==> src/rtl/router_pkt_rx.sv <==
// Router output-port receiver: reads header/payload/parity bytes from the router FIFO,
// streams payload through a 2-entry buffer and reports per-packet status on pkt_done.
module router_pkt_rx #(
   parameter logic [1:0] PORT_ADDR = 2'd0,
   parameter int         TIMEOUT   = 16
) (
   input  logic       clock,
   input  logic       reset,
   input  logic       vld_out,
   input  logic [7:0] data_out,
   output logic       read_enb,
   output logic       pay_valid,
   output logic [7:0] pay_data,
   output logic       pay_last,
   input  logic       sink_ready,
   output logic       pkt_done,
   output logic [5:0] pkt_len,
   output logic [1:0] pkt_addr,
   output logic       par_err,
   output logic       addr_err,
   output logic       tmo_err
);

   typedef enum logic [2:0] {IDLE, HDR, PAY, PAR, DONE} state_t;

   localparam logic [15:0] TMO_LIMIT = 16'(TIMEOUT);

   state_t      state;
   logic        rd_pending;
   logic [1:0]  occ;
   logic [5:0]  rd_cnt;
   logic [5:0]  land_cnt;
   logic [7:0]  parity;
   logic        par_rd_done;
   logic        par_landed;
   logic [15:0] tmo_cnt;
   logic [7:0]  head_data;
   logic [7:0]  tail_data;
   logic        head_last;
   logic        tail_last;

   logic        need_read;
   logic        pop;
   logic [2:0]  fill;
   logic        room;
   logic        pay_land;
   logic        par_land;
   logic        land_last;
   logic        tmo_stall;
   logic        tmo_hit;

   assign pay_valid = (occ != 2'd0);
   assign pay_data  = head_data;
   assign pay_last  = head_last;
   assign pop       = pay_valid & sink_ready;

   always_comb begin
      need_read = 1'b0;
      case (state)
         IDLE:    need_read = 1'b1;
         PAY:     need_read = 1'b1;
         PAR:     need_read = !par_rd_done;
         default: need_read = 1'b0;
      endcase
   end

   // A read issued now lands next cycle, so count in-flight bytes against the 2 buffer slots.
   assign fill      = {1'b0, occ} + {2'b00, rd_pending} - {2'b00, pop};
   assign room      = (fill < 3'd2);
   assign read_enb  = !reset && vld_out && need_read && room;

   assign pay_land  = rd_pending && ((state == PAY) || (state == PAR)) && (land_cnt != pkt_len);
   assign par_land  = rd_pending && (state == PAR) && (land_cnt == pkt_len);
   assign land_last = (land_cnt == (pkt_len - 6'd1));
   assign tmo_stall = ((state == PAY) || (state == PAR)) && need_read && !vld_out;
   assign tmo_hit   = tmo_stall && (tmo_cnt == (TMO_LIMIT - 16'd1));

   always_ff @(posedge clock) begin
      if (reset) begin
         state       <= IDLE;
         rd_pending  <= 1'b0;
         occ         <= 2'd0;
         rd_cnt      <= 6'd0;
         land_cnt    <= 6'd0;
         parity      <= 8'd0;
         par_rd_done <= 1'b0;
         par_landed  <= 1'b0;
         tmo_cnt     <= 16'd0;
         head_data   <= 8'd0;
         tail_data   <= 8'd0;
         head_last   <= 1'b0;
         tail_last   <= 1'b0;
         pkt_done    <= 1'b0;
         pkt_len     <= 6'd0;
         pkt_addr    <= 2'd0;
         par_err     <= 1'b0;
         addr_err    <= 1'b0;
         tmo_err     <= 1'b0;
      end else begin
         rd_pending <= read_enb;
         pkt_done   <= 1'b0;
         tmo_cnt    <= tmo_stall ? (tmo_cnt + 16'd1) : 16'd0;

         // Parity follows every landed payload byte, whether or not the sink takes it yet.
         if (pay_land) begin
            parity   <= parity ^ data_out;
            land_cnt <= land_cnt + 6'd1;
         end

         case (occ)
            2'd0: begin
               if (pay_land) begin
                  head_data <= data_out;
                  head_last <= land_last;
                  occ       <= 2'd1;
               end
            end
            2'd1: begin
               if (pay_land && pop) begin
                  head_data <= data_out;
                  head_last <= land_last;
               end else if (pay_land) begin
                  tail_data <= data_out;
                  tail_last <= land_last;
                  occ       <= 2'd2;
               end else if (pop) begin
                  occ <= 2'd0;
               end
            end
            default: begin
               if (pop) begin
                  head_data <= tail_data;
                  head_last <= tail_last;
                  if (pay_land) begin
                     tail_data <= data_out;
                     tail_last <= land_last;
                  end else begin
                     occ <= 2'd1;
                  end
               end
            end
         endcase

         case (state)
            IDLE: begin
               if (read_enb) state <= HDR;
            end
            HDR: begin
               pkt_len     <= data_out[7:2];
               pkt_addr    <= data_out[1:0];
               parity      <= data_out;
               addr_err    <= (data_out[1:0] != PORT_ADDR);
               par_err     <= 1'b0;
               tmo_err     <= 1'b0;
               rd_cnt      <= 6'd0;
               land_cnt    <= 6'd0;
               par_rd_done <= 1'b0;
               par_landed  <= 1'b0;
               state       <= (data_out[7:2] != 6'd0) ? PAY : PAR;
            end
            PAY: begin
               if (read_enb) begin
                  rd_cnt <= rd_cnt + 6'd1;
                  if (rd_cnt == (pkt_len - 6'd1)) state <= PAR;
               end
            end
            PAR: begin
               if (read_enb) par_rd_done <= 1'b1;
               if (par_land) begin
                  par_err    <= (parity != data_out);
                  par_landed <= 1'b1;
               end
               if (par_landed && (occ == 2'd0)) begin
                  state    <= DONE;
                  pkt_done <= 1'b1;
               end
            end
            DONE: begin
               state <= IDLE;
            end
            default: begin
               state <= IDLE;
            end
         endcase

         // A starved packet is abandoned: buffered payload is dropped and status reported.
         if (tmo_hit) begin
            tmo_err  <= 1'b1;
            occ      <= 2'd0;
            state    <= DONE;
            pkt_done <= 1'b1;
         end
      end
   end

endmodule

==> config.mk <==
export PLATFORM = sky130hd
export DESIGN_NAME = router_pkt_rx
export DESIGN_NICKNAME = d
export VERILOG_FILES = /design/src/rtl/router_pkt_rx.sv
export SDC_FILE = /design/constraint.sdc
export NUM_CORES = 1
export LEC_CHECK = 0
export BUFFER_PORTS_ARGS = -buffer_cell sky130_fd_sc_hd__buf_4
export CORE_AREA = 2 2 100 102
export CTS_BUF_LIST = sky130_fd_sc_hd__clkbuf_4 sky130_fd_sc_hd__clkbuf_8
export DETAILED_ROUTE_END_ITERATION = 8
export DIE_AREA = 0 0 102 104
export GPL_TIMING_DRIVEN = 0
export PLACE_DENSITY = 0.62
export SYNTH_ARGS = -nofsm -noshare
export SYNTH_HDL_FRONTEND = slang
export SYNTH_SLANG_ARGS = --single-unit
==> constraint.sdc <==
create_clock -name clock -period 2.81 [get_ports clock]
set_input_delay 0.4215 -clock clock [delete_from_list [all_inputs] [get_ports clock]]
set_output_delay 0.4215 -clock clock [all_outputs]
set_load 0.02 [all_outputs]
# == After elaboration in Yosys (flattened, before gate mapping) ==
# Index checks and enable logic that the tools add are counted.
# Widths: inputs -> output; s select.
# totals
register_bits,74
out_inout_bits,23
input_bits,12
elab_cells,141
# op_classes
magnitude_cmp,1
mux,46
n_eq_ne,25
bitwise,4
n_addsub,6
n_reduce_logical,39
# ops
op,count
$mux 8,8
$pmux 8 s2,2
$eq 6x6->1,3
$add 16x1->16 const B,1
$eq 16x4->1 const B,1
$mux 1,15
$mux 3,5
$ne 2x2->1 const B,7
$reduce_bool 2->1,7
$add 6x1->6 const B,2
$logic_and 1x1->1,12
$mux 2,6
$pmux 1 s2,6
$pmux 3 s4,1
$pmux 6 s2,1
$ne 3x3->1 const B,3
$ne 8x8->1,1
$reduce_and 4->1,2
$reduce_or 2->1,4
$xor 8x8->8,1
$eq 3x2->1 const B,2
$mux 6,1
$ne 3x2->1 const B,2
$ne 6x6->1,1
20 further kinds,27

# == Longest topological paths before layout ==
# Gate-level depths: netlist (run 1).
# depth
word_depth,8
mapped_depth,10
depth_no_buf,9

# == Least setup slack after synthesis (run 1) ==
# OpenSTA, ideal clock, no wires.
# synth_path
path_type,reg-to-output
from,reg occ[1]
to,out read_enb
stages_incl_launch_ff,9
t_arrival_ns,2.507
path_slack_ns,-0.119
cell_sequence,dfxtp_1 > clkbuf_1 > and2_1 > nor2b_1 > o21ai_0 > fa_1 > xnor2_1 > nand4_1 > nor3b_1
# synth_between
elab_chain_len,5
word_cells_on_any_way,6
cone_classes,2 x add/sub; 1 x order compare; 1 x bitwise; 2 x reduce/logical
# synth_lines
element,line_no,source
"start, declared",30,logic [1:0] occ;
"start signal, assigned",82,occ <= 2'd0;
"start signal, assigned",115,occ <= 2'd1;
"start signal, assigned",125,occ <= 2'd2;
"parallel branches: the longest is 2 deep, another holds $add 2x1->3",-,
$sub 3x1->3 *,68,"assign fill = {1'b0, occ} + {2'b00, rd_pending} - {2'b00, pop};"
$lt 3x2->1 *,69,assign room = (fill < 3'd2);
$logic_and 1x1->1 *,70,assign read_enb = !reset && vld_out && need_read && room;
"end, declared",11,"output logic read_enb,"
# Mark *: on every way between the ends.

# == Final worst setup path (run 1) ==
# Same ends and word-level chain as after synthesis.

==> impl_results.md, run 1 <==
- Tcrit/Tclk final: 96.2%
- Antenna diode instance count: 0
- Root buf cell: clkbuf_8
- Synth top area share: 38.6%
- Detailed Place HPWL: 6550 µm
- Crit path depth: 8
- Crit end category: output port
- CP Launch Type: flop
- Critical Path Start: occ[1]
- Layout area overhead: 19.4%
- Antenna-violating nets left: 0
- Max VDD drop: 332 µV
- Ys flop type: dfxtp_1
- Number of flops mapped to enable cells by yosys: 0
- Std cell rows: 36
- Cells after synthesis: 449
- Crit-path max FO: 3
- Worst Hold Class: in2reg
- Static leakage: 1.64 nW
- Hold Fails Final Rpt: 0
- Router iterations before antenna repair: 4
- FF-to-FF End: state[0]
- Clk pin slew, worst setup/hold paths: 0.07 ns
- Clock skew: 0.0122 ns
- Clock Latency Late Sink: 0.35 ns
- Max Cap Viol: 0
- First-pass GRT wire length: 15500 µm
- RSZ-0062 raised after global routing: false
- Worst setup path class: reg2out
- CTS tree: yes
- Die X: 102 µm
- Initial Util: 40.2%
- Avg Inst Size Synth: 8.54 µm²
- FF-to-FF path depth: 10
- Setup_tns: 0 ns
- Largest net degree at the start of global routing: 13
- Worst R2R Start: occ[1]
- Synth area leader: dfxtp_1
- FMAX: 370 MHz
- Vias: 3292
- CP endpoint: read_enb
- Final nets: 511
- Crit path buf inv count: 2
- Pwr Density: 495 mW/mm²
- Initial antenna violation count: 0
- Clock Path Buffers: 2
- Worst Tran Pin Value: 0.717 ns
- Post-synthesis sequential area ratio: 38.6%
- Pins Over Slew Limit: 0
- Min Tclk post-route: 2.70 ns
- Reg2Reg Setup Slack: 0.16 ns
- Post-synth net total: 466
- Grt ovf: 0
- Crit-path leading delay family: simple AND/OR/NAND/NOR gates
- PortBufs: 26
- DRT Wirelength: 9470 µm
- Final setup fails: 0
- #FFs+latches synth: 74
- Total power: 2.27 mW
- Ys async rst share: 0%
- GPL Wtd Cong: 0.833
- Area of the mapped netlist: 0.00383 mm²
- Yosys Warn Count: 0
- TritonCTS Buffers: 9
- All-Layer GR Usage: 18.6%
- Ports: 35
- Number of global-route vias before repair: 3097
- Avg WL per Cell: 15.0 µm
- Status: finished, final reports clean
- Core Area: 0.00955 mm²
- First DRT Iteration DRCs: 150
- Synth area leaders: dfxtp_1 39%, nor2_1 6.3%, xnor2_1 6.2%, xor2_1 4.8%, mux2i_1 4.7%
- Unique masters post-synth: 59
- DRC viols: 0
- Slowest stage delay, CP: 0.55 ns
- Die Height: 104 µm
- Slowest CP cell: fa_2
- CTS H-tree lvls: 3
- Worst Path Arrival: 2.28 ns
- Fraction of layout cells with a size suffix above 1: 17.4%
- Max transition margin: 52.2%
- Crit-path cells: clkbuf_8, and2_4, nor2b_4, o21ai_2, fa_2, nand4_1, nor3b_2, buf_4
- Vias per cell: 5.21
- Total clock sinks: 74
- Data required, critical path: 2.39 ns
- Die Area: 0.0106 mm²
## sequential cells by signal, indices dropped and copies added (netlist names), 2 cells and up
signal     flops
tmo_cnt       16
parity         8
land_cnt       6
pkt_addr       2
state          3
rd_cnt         6
tail_data      8
occ            2
pay_data       8
pkt_len        6
## cells in the final DEF (no fill, tap or decap), drive strengths merged, types with 3 or more instances in the layout
master   synthesis  layout
dfxtp           74      74
nor2            64      64
buf             10      44
clkbuf          25      37
nand2           33      33
xnor2           27      27
xor2            21      21
inv             18      18
mux2i           18      18
o21ai           18      18
a21oi           16      16
nand3           15      15
nor3            10      10
nand4            9       9
a2111oi          9       9
a31o             8       8
a211oi           8       8
nor2b            8       8
nor4             4       4
ha               4       4
and2             4       4
or3              4       4
a31oi            3       3
nor3b            3       3
o2111ai          3       3
o21a             3       3
## cell usage after synthesis, types with 2 or more instances
master and instances:
and3_1 2, buf_2 5, a31o_1 8, xor2_1 21, nand4_1 9, nor3b_1 3
nor2_1 64, o211ai_1 2, o21ai_0 17, buf_6 3, nand3_1 15, and4_1 2
nor3_1 10, a2111oi_2 4, nor2b_1 8, o21a_1 2, clkbuf_1 25, a31oi_1 3
a211oi_1 8, nor4_1 4, inv_1 18, mux2i_1 18, or2_2 2, ha_1 4
nand2_1 33, o2111ai_1 3, or3_1 3, xnor2_1 27, dfxtp_1 74, a2111oi_0 4
a21oi_1 16, and2_1 4, and3b_1 2
## metrics by stage
step / worst slack [ns] / area [µm²] / instances / utilization [%] / hold slack [ns]
2_1_floorplan: 0.117 / 3840 / 449 / - / 0.430
3_3_place_gp: -0.455 / 4200 / 608 / 44.0 / 0.444
3_5_place_dp: -0.490 / 4200 / 608 / 44.0 / 0.454
4_1_cts: 0.0415 / 4530 / 629 / 47.5 / 0.384
5_1_grt: 0.00675 / 4580 / 632 / 48.0 / 0.415
6_report: 0.107 / 4580 / 632 / 48.0 / 0.399
## cell type report
type | count | area [µm²]
Clock buffer | 12 | 159
Tap cell | 133 | 166
Fill cell | 970 | 4970
Clock inverter | 4 | 73.8
Buffer | 35 | 185
Multi-Input combinational cell | 322 | 2190
Inverter | 18 | 67.6
Sequential cell | 74 | 1480
Timing Repair Buffer | 34 | 255
## worst min-delay path by stage
stage	end	slack, ns	depth (start not counted)	start
2_1_floorplan	tmo_cnt[0]	0.43	1	tmo_cnt[0]
3_3_place_gp	tail_last	0.44	2	tail_last
3_5_place_dp	pkt_addr[0]	0.45	2	pkt_addr[0]
4_1_cts	occ[1]	0.38	4	sink_ready
5_1_grt	occ[1]	0.41	4	sink_ready
6_report	occ[1]	0.40	4	sink_ready
## layer usage
layer	vias up	share of wire (%)	GRT usage (%)	wire length, µm
met5	-	0	0	0
li1	1650	-	-	-
met1	1556	47	25.3	4490
met3	16	3.8	3.56	360
met2	70	47	29.0	4440
met4	0	1.9	6.67	177
## worst register-to-register path: cells and delay by family (launching register included)
kind                       cells  cell delay [ns]
buffers and inverters          1             0.13
adders and majority gates      1             0.55
AOI/OAI and AO/OA              4             0.79
and+or+nand+nor                4             0.78
DFF                            1             0.33
## logic make-up after synthesis
kind of cell / count (synthesis) / share of synthesized area, %
adders and majority gates: 5 / 1.83
AOI/OAI and AO/OA: 82 / 16.2
buffers and inverters: 53 / 6.33
DFF: 74 / 38.6
muxes: 19 / 4.99
xor gates and xnor gates: 48 / 11.0
and+or+nand+nor: 168 / 21.1
## repair_timing
item | 4_1_cts | 5_1_grt
hold buffers | 0 | 0
pin swaps | 3 | 5
endpoints found under the setup margin | 6 | 3
resized for setup | 13 | 6
setup buffers | 5 | 4
## power breakdown
part	leakage [nW]	switching, mW	internal (mW)
clock network	0.120	0.410	0.559
registers	0.598	0.0143	1.06
logic	0.921	0.138	0.0833
total	1.64	0.562	1.71
(Power assumes the default switching activity.)
==> inputs of run 2 (changes only) <==
--- a/config.mk
+++ b/config.mk
@@ -6,12 +6,13 @@
 export NUM_CORES = 1
 export LEC_CHECK = 0
 export BUFFER_PORTS_ARGS = -buffer_cell sky130_fd_sc_hd__buf_4
-export CORE_AREA = 2 2 100 102
+export CORE_AREA = 2 2 96 98
 export CTS_BUF_LIST = sky130_fd_sc_hd__clkbuf_4 sky130_fd_sc_hd__clkbuf_8
 export DETAILED_ROUTE_END_ITERATION = 8
-export DIE_AREA = 0 0 102 104
+export DIE_AREA = 0 0 98 100
+export GPL_ROUTABILITY_DRIVEN = 1
 export GPL_TIMING_DRIVEN = 0
-export PLACE_DENSITY = 0.62
+export PLACE_DENSITY = 0.66
 export SYNTH_ARGS = -nofsm -noshare
 export SYNTH_HDL_FRONTEND = slang
 export SYNTH_SLANG_ARGS = --single-unit
==> run 2 against run 1 <==
Compared with the run above: worst hold slack worse by 0.0068 ns; sequential power about the same; final area down 1.4%; non-clock buffer count unchanged; total power down 3.8%; die area down 7.6%; global-route usage up 0.83 points; clock power down 9.0%; critical path type unchanged; critical endpoint unchanged; largest cell class unchanged; largest power group unchanged.
==> impl_results.md, run 2 (same netlist as run 1, synthesis figures left out) <==
- Crit-path leading delay family: simple AND/OR/NAND/NOR gates
- Met3 wire length: 362 µm
- Static leakage: 1.63 nW
- Slowest stage delay, CP: 0.61 ns
- DRC viols: 0
- Antenna diode instance count: 0
- Max Cap Viol: 0
- Initial antenna violation count: 0
- Ports: 35
- First DRT Iteration DRCs: 148
- Clk pin slew, worst setup/hold paths: 0.08 ns
- Worst Tran Pin Value: 0.701 ns
- Total clock sinks: 74
- Worst setup path class: reg2out
- Storage cell area: 0.00148 mm²
- Cts hold-fix bufs: 0
- Number of global-route vias before repair: 3081
- CTS tree: yes
- Detailed Place HPWL: 6420 µm
- Clock Latency Late Sink: 0.36 ns
- Initial Util: 43.1%
- Multi-input logic area: 0.00218 mm²
- Post-layout utilization of the core: 50.8%
- Min Tclk post-route: 2.65 ns
- Worst Path Arrival: 2.23 ns
- Grt ovf: 0
- Vias per cell: 5.41
- Die X: 98 µm
- DRT Wirelength: 9200 µm
- Clock skew: 0.0153 ns
- Status: finished, final reports clean
- Worst R2R Start: occ[1]
- Die Height: 100 µm
- Std cell rows: 35
- DRT met1 WL: 4390 µm
- Hold Fails Final Rpt: 0
- Total power: 2.18 mW
- Pins Over Slew Limit: 0
- Vias: 3301
- Antenna-violating nets left: 0
- Core Area: 0.00889 mm²
- Critical Path Start: occ[1]
- Pwr Density: 483 mW/mm²
- Crit-path cells: and2_4, nor2b_4, o21ai_2, fa_2, nand4_1, nor3b_2, buf_4
- Final setup fails: 0
- Clock Path Buffers: 2
- RSZ-0062 raised after global routing: false
- CP Launch Type: flop
- Largest net degree at the start of global routing: 15
- Avg WL per Cell: 15.1 µm
- Die Area: 0.00980 mm²
- GPL Wtd Cong: 0.852
- Register name with the most flops: tmo_cnt
- Most frequent cells in the layout: 72 x dfxtp_1, 64 x nor2_1, 36 x buf_4
- CTS H-tree lvls: 3
- HP Start: sink_ready
- Setup_tns: 0 ns
- Fraction of layout cells with a size suffix above 1: 17.4%
- TritonCTS Buffers: 9
- Worst Hold Class: in2reg
- Hold Worst Slack: 0.392 ns
- Final nets: 511
- Max FFs per register: 16
- Crit path buf inv count: 1
- Crit-path max FO: 3
- First-pass GRT wire length: 15200 µm
- Layout area overhead: 17.8%
- Most common library cell in the layout ignoring fill and taps: dfxtp_1
- All-Layer GR Usage: 19.4%
- Post-route cell area: 0.00452 mm²
- PortBufs: 26
- Router iterations before antenna repair: 4
- Metal2 WL: 4350 µm
- Placed inst area: 0.00418 mm²
- FMAX: 378 MHz
- Slowest CP cell: fa_2
- # fillers: 872
- Root buf cell: clkbuf_8
- Data required, critical path: 2.39 ns
- Tcrit/Tclk final: 94.2%
- Max transition margin: 53.3%
- Max VDD drop: 264 µV
- Crit end category: output port
- Top layer in use: met4
[run 2: cell count changes in the layout (fill, tap and decap cells not counted), sizes merged]
cell    before  now
buf         44   45
bufinv       2    1
clkbuf      37   34
inv         18   21
[run 2: tightest hold or removal path, stage by stage]
cell     delay (ns)
buf_4          0.13
nor2b_2        0.06
nand2_1        0.05
a21oi_1        0.05
[run 2: repair_timing]
item / in CTS / in global routing
resized for setup: 13 / 6
hold endpoints to repair: 0 / 0
setup endpoints to repair: 6 / 3
pin swaps: 4 / 6
setup buffers: 6 / 3
[run 2: final cells by class]
class	count	area share, %
Buffer	34	3.80
Tap cell	111	3.07
Timing Repair Buffer	35	5.82
Multi-Input combinational cell	322	48.4
Sequential cell	74	32.9
Clock buffer	10	3.05
Clock inverter	6	1.55
Inverter	18	1.50
[run 2: per-layer routing]
metal / up-vias / track usage (%)
li1: 1658 / -
met1: 1572 / 25.7
met2: 62 / 31.6
met3: 9 / 3.41
met4: 0 / 7.80
met5: - / 0
[run 2: worst paths after layout]
path                 end  slack (ns)  cells past startpoint
min reg2reg  pkt_addr[0]        0.46                      2
max reg2reg     state[0]        0.16                      9
max             read_enb        0.16                      7
min               occ[1]        0.39                      4
[run 2: power by group]
part | switching [mW] | internal (mW)
combinational | 0.138 | 0.0833
sequential | 0.0142 | 1.06
clock | 0.438 | 0.444
[run 2: per-stage QoR]
step	cells	setup WS, ns
3_3_place_gp	586	-0.427
6_report	610	0.162
4_1_cts	608	0.0487
2_1_floorplan	449	0.117
3_5_place_dp	586	-0.492
5_1_grt	610	0.0655
